==> config.mk <==
export PLATFORM = sky130hd
export DESIGN_NAME = mac_array_ctrl
export DESIGN_NICKNAME = d
export VERILOG_FILES = /design/src/rtl/mac_array_ctrl_pkg.sv /design/src/rtl/mac_array_ctrl_dly.sv /design/src/rtl/mac_array_ctrl.sv
export SDC_FILE = /design/constraint.sdc
export NUM_CORES = 1
export LEC_CHECK = 0
export CORE_ASPECT_RATIO = 0.9
export CORE_MARGIN = 2
export CORE_UTILIZATION = 40
export CTS_CLUSTER_SIZE = 8
export DETAILED_ROUTE_END_ITERATION = 6
export GPL_ROUTABILITY_DRIVEN = 0
export PLACE_DENSITY_LB_ADDON = 0.15
export SLEW_MARGIN = 20
export SYNTH_ARGS = -nofsm -noshare
export SYNTH_HDL_FRONTEND = slang
export SYNTH_HIERARCHICAL = 1
export SYNTH_SLANG_ARGS = --single-unit
==> constraint.sdc <==
create_clock -name clk -period 2.95 [get_ports clk]
set_input_delay 0.4425 -clock clk [delete_from_list [all_inputs] [get_ports clk]]
set_output_delay 0.4425 -clock clk [all_outputs]
set_load 0.02 [all_outputs]
==> src/rtl/mac_array_ctrl_pkg.sv <==
// ============================================================================
// Module      : mac_array_ctrl_pkg
// Description : Shared types and default latencies for the mac_array job
//               controller.
// Revision    : 1.0 - initial release
// ============================================================================
`default_nettype none

package mac_array_ctrl_pkg;

    localparam int c_def_addr_w   = 10;
    localparam int c_def_len_w    = 10;
    localparam int c_def_buf_lat  = 1;
    localparam int c_def_mac_lat  = 4;
    localparam int c_def_tree_lat = 5;

    typedef enum logic [1:0] {
        ST_IDLE  = 2'd0,
        ST_ISSUE = 2'd1,
        ST_DRAIN = 2'd2,
        ST_OUT   = 2'd3
    } state_t;

    typedef struct packed {
        logic [c_def_len_w-1:0]  len;
        logic [c_def_addr_w-1:0] base_a;
        logic [c_def_addr_w-1:0] base_b;
        logic                    sca;
    } desc_t;

    // Cycles spent in DRAIN after the last read beat.
    function automatic int drain_cycles(input int buf_lat, input int mac_lat,
                                        input int tree_lat, input bit sca);
        return buf_lat + mac_lat - 1 + (sca ? tree_lat : 0);
    endfunction

endpackage

`default_nettype wire

==> src/rtl/mac_array_ctrl_dly.sv <==
// ============================================================================
// Module      : mac_array_ctrl_dly
// Description : DEPTH-stage, 2-bit shift register with async active-low clear;
//               aligns {rd_en, first_beat} with operand arrival.
// Revision    : 1.0 - initial release
// ============================================================================
`default_nettype none

module mac_array_ctrl_dly #(
    parameter int DEPTH = 1
) (
    input  logic       clk,
    input  logic       rst,
    input  logic [1:0] din,
    output logic [1:0] dout
);

    logic [1:0] r_sh [DEPTH];

    always_ff @(posedge clk or negedge rst) begin
        if (!rst) begin
            for (int i = 0; i < DEPTH; i++) begin
                r_sh[i] <= 2'b00;
            end
        end else begin
            r_sh[0] <= din;
            for (int i = 1; i < DEPTH; i++) begin
                r_sh[i] <= r_sh[i-1];
            end
        end
    end

    assign dout = r_sh[DEPTH-1];

endmodule

`default_nettype wire

==> src/rtl/mac_array_ctrl.sv <==
// ============================================================================
// Module      : mac_array_ctrl
// Description : Sequences one mac_array through accumulation jobs: operand
//               reads, new_acc/operand gating, pipeline drain, result handshake.
//               Optional perf counters enabled by MAC_ARRAY_CTRL_PERF_EN.
// Revision    : 1.0 - initial release
// ============================================================================
`default_nettype none

module mac_array_ctrl
    import mac_array_ctrl_pkg::*;
#(
    parameter int ADDR_W   = c_def_addr_w,
    parameter int LEN_W    = c_def_len_w,
    parameter int BUF_LAT  = c_def_buf_lat,
    parameter int MAC_LAT  = c_def_mac_lat,
    parameter int TREE_LAT = c_def_tree_lat
) (
    input  logic              clk,
    input  logic              rst,
    input  logic              job_valid,
    output logic              job_ready,
    input  logic [LEN_W-1:0]  job_len,
    input  logic [ADDR_W-1:0] job_base_a,
    input  logic [ADDR_W-1:0] job_base_b,
    input  logic              job_sca,
    output logic              rd_en,
    output logic [ADDR_W-1:0] rd_addr_a,
    output logic [ADDR_W-1:0] rd_addr_b,
    output logic              mac_new_acc,
    output logic              mac_op_en,
    output logic              res_valid,
    input  logic              res_ready,
    output logic              res_sca,
    output logic              busy
`ifdef MAC_ARRAY_CTRL_PERF_EN
    ,
    output logic [31:0]       perf_jobs,
    output logic [31:0]       perf_busy
`endif
);

    localparam int c_drain_vec = drain_cycles(BUF_LAT, MAC_LAT, TREE_LAT, 1'b0);
    localparam int c_drain_sca = drain_cycles(BUF_LAT, MAC_LAT, TREE_LAT, 1'b1);
    localparam int c_dcnt_w    = $clog2(c_drain_sca + 1);

    state_t              r_state;
    state_t              w_next;
    logic [LEN_W-1:0]    r_beats;
    logic [c_dcnt_w-1:0] r_dcnt;
    logic [ADDR_W-1:0]   r_addr_a;
    logic [ADDR_W-1:0]   r_addr_b;
    logic                r_first;
    logic                r_sca;
    logic                w_first_beat;
    logic [1:0]          w_dly_out;

    always_ff @(posedge clk or negedge rst) begin
        if (!rst) begin
            r_state <= ST_IDLE;
        end else begin
            r_state <= w_next;
        end
    end

    // r_dcnt holds the DRAIN cycles still to go, so OUT follows the cycle at 1.
    always_comb begin
        w_next = r_state;
        case (r_state)
            ST_IDLE:  if (job_valid)                      w_next = ST_ISSUE;
            ST_ISSUE: if (r_beats == '0)                  w_next = ST_DRAIN;
            ST_DRAIN: if (r_dcnt == c_dcnt_w'(1))         w_next = ST_OUT;
            ST_OUT:   if (res_ready)                      w_next = ST_IDLE;
            default:                                      w_next = ST_IDLE;
        endcase
    end

    always_comb begin
        job_ready    = (r_state == ST_IDLE);
        rd_en        = (r_state == ST_ISSUE);
        res_valid    = (r_state == ST_OUT);
        busy         = (r_state != ST_IDLE);
        w_first_beat = (r_state == ST_ISSUE) && r_first;
    end

    always_ff @(posedge clk or negedge rst) begin
        if (!rst) begin
            r_beats  <= '0;
            r_dcnt   <= '0;
            r_addr_a <= '0;
            r_addr_b <= '0;
            r_first  <= 1'b0;
            r_sca    <= 1'b0;
        end else begin
            case (r_state)
                ST_IDLE: begin
                    if (job_valid) begin
                        r_beats  <= job_len;
                        r_addr_a <= job_base_a;
                        r_addr_b <= job_base_b;
                        r_sca    <= job_sca;
                        r_first  <= 1'b1;
                    end
                end
                ST_ISSUE: begin
                    r_first <= 1'b0;
                    if (r_beats != '0) begin
                        r_beats  <= r_beats - LEN_W'(1);
                        r_addr_a <= r_addr_a + ADDR_W'(1);
                        r_addr_b <= r_addr_b + ADDR_W'(1);
                    end else begin
                        r_dcnt <= r_sca ? c_dcnt_w'(c_drain_sca) : c_dcnt_w'(c_drain_vec);
                    end
                end
                ST_DRAIN: begin
                    r_dcnt <= r_dcnt - c_dcnt_w'(1);
                end
                default: begin
                end
            endcase
        end
    end

    assign rd_addr_a = r_addr_a;
    assign rd_addr_b = r_addr_b;
    assign res_sca   = r_sca;

    mac_array_ctrl_dly #(
        .DEPTH (BUF_LAT)
    ) u_dly (
        .clk  (clk),
        .rst  (rst),
        .din  ({rd_en, w_first_beat}),
        .dout (w_dly_out)
    );

    assign mac_op_en   = w_dly_out[1];
    assign mac_new_acc = w_dly_out[0];

`ifdef MAC_ARRAY_CTRL_PERF_EN
    always_ff @(posedge clk or negedge rst) begin
        if (!rst) begin
            perf_jobs <= '0;
            perf_busy <= '0;
        end else begin
            if (res_valid && res_ready && (perf_jobs != '1)) begin
                perf_jobs <= perf_jobs + 32'd1;
            end
            if (busy && (perf_busy != '1)) begin
                perf_busy <= perf_busy + 32'd1;
            end
        end
    end
`else
    // Counters are not built without MAC_ARRAY_CTRL_PERF_EN.
`endif

endmodule

`default_nettype wire

After elaboration in Yosys (flattened, before gate mapping)
Cells that the tools add are included.

Equality and inequality tests: 10. Reduce and logical (&&, ||, !) cells: 12. $add $sub $neg: 4. Mux-type cells: 19.

Operators with widths (count): 10-bit two-way mux (6); 10-bit one-hot mux with 2 select lines (3); 10-bit by 1-bit adder with 10-bit output (second input constant) (2); 10-bit logical NOT (1); 10-bit nonzero test (1); 10-bit by 1-bit subtractor with 10-bit output (second input constant) (1); 2-bit two-way mux (4); 4-bit two-way mux (2); 2-bit one-hot mux with 4 select lines (1); 4-bit one-hot mux with 2 select lines (1); 2-bit by 1-bit != test with 1-bit output (second input constant) (3); 2-bit != test (second input constant) (3); 2-bit AND reduction (3); 2-bit nonzero test (3); 2-bit == test (second input constant) (2); 4-bit by 1-bit == test with 1-bit output (second input constant) (1); 4-bit AND reduction (1); 4-bit by 1-bit subtractor with 4-bit output (second input constant) (1); 3-bit AND reduction (1); 2-bit by 1-bit == test with 1-bit output (second input constant) (1); 2-bit logical NOT (1); 1-bit one-hot mux with 2 select lines (1); 1-bit logical AND (1); 1-bit two-way mux (1).

Register bits after elaboration: 40. Logic and storage cells: 53. Output and inout port bits: 27. Input port bits: 35.

Depth between registers and ports, before layout
Word-level depth: 3. Depth in mapped cells: 10. Gate-level depth less buffers: 6.

By module
The synthesis kept the hierarchy.

Modules (own cells, without submodules): mac_array_ctrl (seq. area each 950.9 sq um, cells each 269, area each 2388.5 sq um, times used 1); mac_array_ctrl_dly (seq. area each 50.0 sq um, cells each 2, area each 50.0 sq um, times used 1).

Worst setup path before layout
No wires, ideal clock.

Path kind: reg-to-reg. Start: reg r_beats[0]. End: reg r_state[1]. Setup slack: 577 ps. Library setup time: 125 ps. Required time: 2825 ps. Buffers on the path: 1. Stages on the path, launching flop included: 8. Clock period less this slack: 2373 ps. Data arrival time: 2248 ps. Cell sequence: dfrtp_1 -> inv_1 -> ha_1 -> or4b_1 -> clkbuf_1 -> or3_4 -> a221o_1 -> mux2_4.

Cells in the longest elaborated chain, start to end: 3.

Ends and longest elaborated chain: from (decl) (line mac_array_ctrl.sv:49) `logic [LEN_W-1:0] r_beats;`; from (signal assigned) (line mac_array_ctrl.sv:98) `r_beats <= job_len;`; from (signal assigned) (line mac_array_ctrl.sv:108) `r_beats <= r_beats - LEN_W'(1);`; 10-bit logical NOT (line mac_array_ctrl.sv:71) `ST_ISSUE: if (r_beats == '0) w_next = ST_DRAIN;`; 2-bit by 1-bit != test with 1-bit output (no line); 4-bit AND reduction (no line); to (signal assigned) (line mac_array_ctrl.sv:62) `r_state <= w_next;`; to (decl) (line mac_array_ctrl.sv:47) `state_t r_state;`.

No other way between the ends. A chain may end at the register's enable or synchronous reset.

Final worst setup path
Same ends and word-level chain as after synthesis.

==> metrics.yaml <==
maxSlewViolCount: 0
max_slew_margin: 0.380
cp_cell_sequence: "inv_1, ha_1, or4b_1, or3_4, a221o_1, mux2_4"
syn-cell-area_sq_um: 2440
outcome: "completed"
tns_ns: 0
worst_path_max_delay_cell: "or4b_1"
worst-setup-path-type: "reg -> reg"
grtUsageTotal: 0.194
worst_ep_arrival_time_ns: 2.69
worst_slack_ns: 0.440
min_period_ns: 2.51
ir_worst_vdd_mv: 0.180
leakagePower_nw: 1.32
coreArea_sq_um: 5790
die_height_microns: 78.1
grt_pass1_vias: 2116
r2r_setup_slack_ns: 0.44
crit_path_max_incr_delay_ns: 0.62
finish.utilization: 0.554
die_w_microns: 86.3
post-place-ws_ns: 0.445
rsz0062_at_grt: "no"
r2r_end: "r_state[1]"
async_flop_share: 1.00
drt_first_pass_iters: 5
final_nets: 373
initial_core_util: 0.421
diodes: 0
crit_required_ns: 3.13
antenna_found_initial: 0
path_delay_family: "simple AND/OR/NAND/NOR gates"
hold_buffers: 0
wirelength_microns: 6260
avgSynthCellArea_sq_um: 9.00
dieArea_sq_um: 6740
reg2reg_depth: 6
globalRouteOverflowTotal: 0
worstReg2RegStart: "r_beats[0]"
cts_made_buffers: 5
seq_area_frac_synth: 0.410
cts_htree_levels: 2
post_cts_resized: 0
cp_max_fo: 8
skew_ns: 0.0123
io-pin-count: 62
grt_max_degree: 41
clk_latency_ns: 0.30
cts_num_sinks: 40
vias: 2288
layout-drive-gt1-share: 0.0667
grt_pass1_wl_microns: 10500
ys_types: 49
cts_setup_buffers: 0
drt.antenna.violating_nets: 0
p_per_area_nw_per_um2: 309
path_buf_inv: 1
rows: 26
path_clk_slew_ns: 0.08
syn_to_final_growth_pct: 31.5
synth_area_leaders: "dfrtp_1 41%, nand2_1 4.9%, ha_1 4.6%"
cts_buffer_depth: 2
portBuffers: 61
viasPerCell: 5.72
netlist_top_cells_count: "40 x dfrtp_1, 32 x nand2_1, 20 x nand3_1"
yosys.area.top_type: "dfrtp_1"
maxCapViolCount: 0
fin_crit_sh: 0.851
worstHoldPathType: "in -> async"
root_buffer: "clkbuf_8"
synthFlopType: "dfrtp_1"
synthCells: 271
tritoncts: "yes"
ys_ff_latch: 40
wl_per_cell_microns: 15.7
tightestPinTransition_ns: 0.931
synth.most_common_cell: "dfrtp_1"
drt_iter0_markers: 273
synth_top_area_share: 0.410
max_freq_mhz: 398
setup-violations-final: 0
synth_nets: 315
cp-start-kind: "register"
endpoint_kind: "register"
drc: 0
synth-edff-count: 0
hold_viol_final: 0
fillers: 533
dp_hpwl_microns: 4350
whs_ns: 0.266
yosysWarnings: 6
-- metrics by stage --
stage / area [sq um] / instances / total power [mW]
final: 3210 / 400 / 0.992
after global routing: 3210 / 400 / 1.04
after CTS: 3210 / 400 / 1.00
after detailed placement: 3120 / 392 / 0.619
after global placement: 3120 / 392 / 0.619
after floorplan: 2440 / 271 / 0.559
-- cells in the final DEF, fill, tap and decap left out, types with 7 or more instances in the layout --
cell type and instances:
inv_1 11, dfrtp_1 40, a21oi_1 12, nor2_1 17
clkdlybuf4s50_1 60, nand3_1 20, o21ai_0 13, nand2_1 32
mux2i_1 7, nor3_1 8, ha_1 9, or4_1 11
-- logic make-up (layout without fill, tap and decap cells) --
kind of cell / Yosys count / in the layout / share of synthesized area
and+or+nand+nor: 118 / 118 / 0.258
AOI/OAI and AO/OA: 67 / 67 / 0.197
DFF: 40 / 40 / 0.410
buffers and inverters: 27 / 86 / 0.0452
muxes: 10 / 10 / 0.0441
adders and majority gates: 9 / 9 / 0.0462
-- flip-flops by register name (all words and copies together), names as in the netlist --
register	cells
r_dcnt	4
u_dly/dout	2
rd_addr_b	10
rd_addr_a	10
res_sca	1
r_first	1
r_beats	10
r_state	2
-- worst max path at each step --
stage                from      endpoint  slack, ns  cells past startpoint
6_report       r_beats[0]    r_state[1]       0.44                      6
5_1_grt        r_beats[0]  rd_addr_b[9]       0.35                      6
4_1_cts        r_beats[0]    r_state[1]       0.44                      6
3_5_place_dp   r_beats[0]    r_state[1]       0.45                      6
3_3_place_gp   r_beats[0]    r_state[1]       0.50                      6
2_1_floorplan  r_beats[0]    r_state[1]       0.58                      7
-- metal layers --
layer,global-route usage,vias to the layer above,part of all wire
met5,0,-,0
met4,0.0375,0,0.0046
met3,0.0368,5,0.050
met2,0.270,62,0.44
met1,0.310,1084,0.51
li1,-,1137,-
-- cell type report --
cell class	count	area, sq um	area share
Multi-Input combinational cell	204	1340	0.416
Sequential cell	40	1000	0.312
Timing Repair Buffer	67	651	0.203
Inverter	11	41.3	0.0129
Tap cell	70	87.6	0.0273
Clock buffer	8	90.1	0.0281
-- report_power, final --
group          total, mW  internal, mW  switching [mW]
Clock              0.385         0.191           0.194
Combinational     0.0594        0.0391          0.0203
Sequential         0.548         0.548               0
Note: power is estimated with default switching activity, not from simulation.
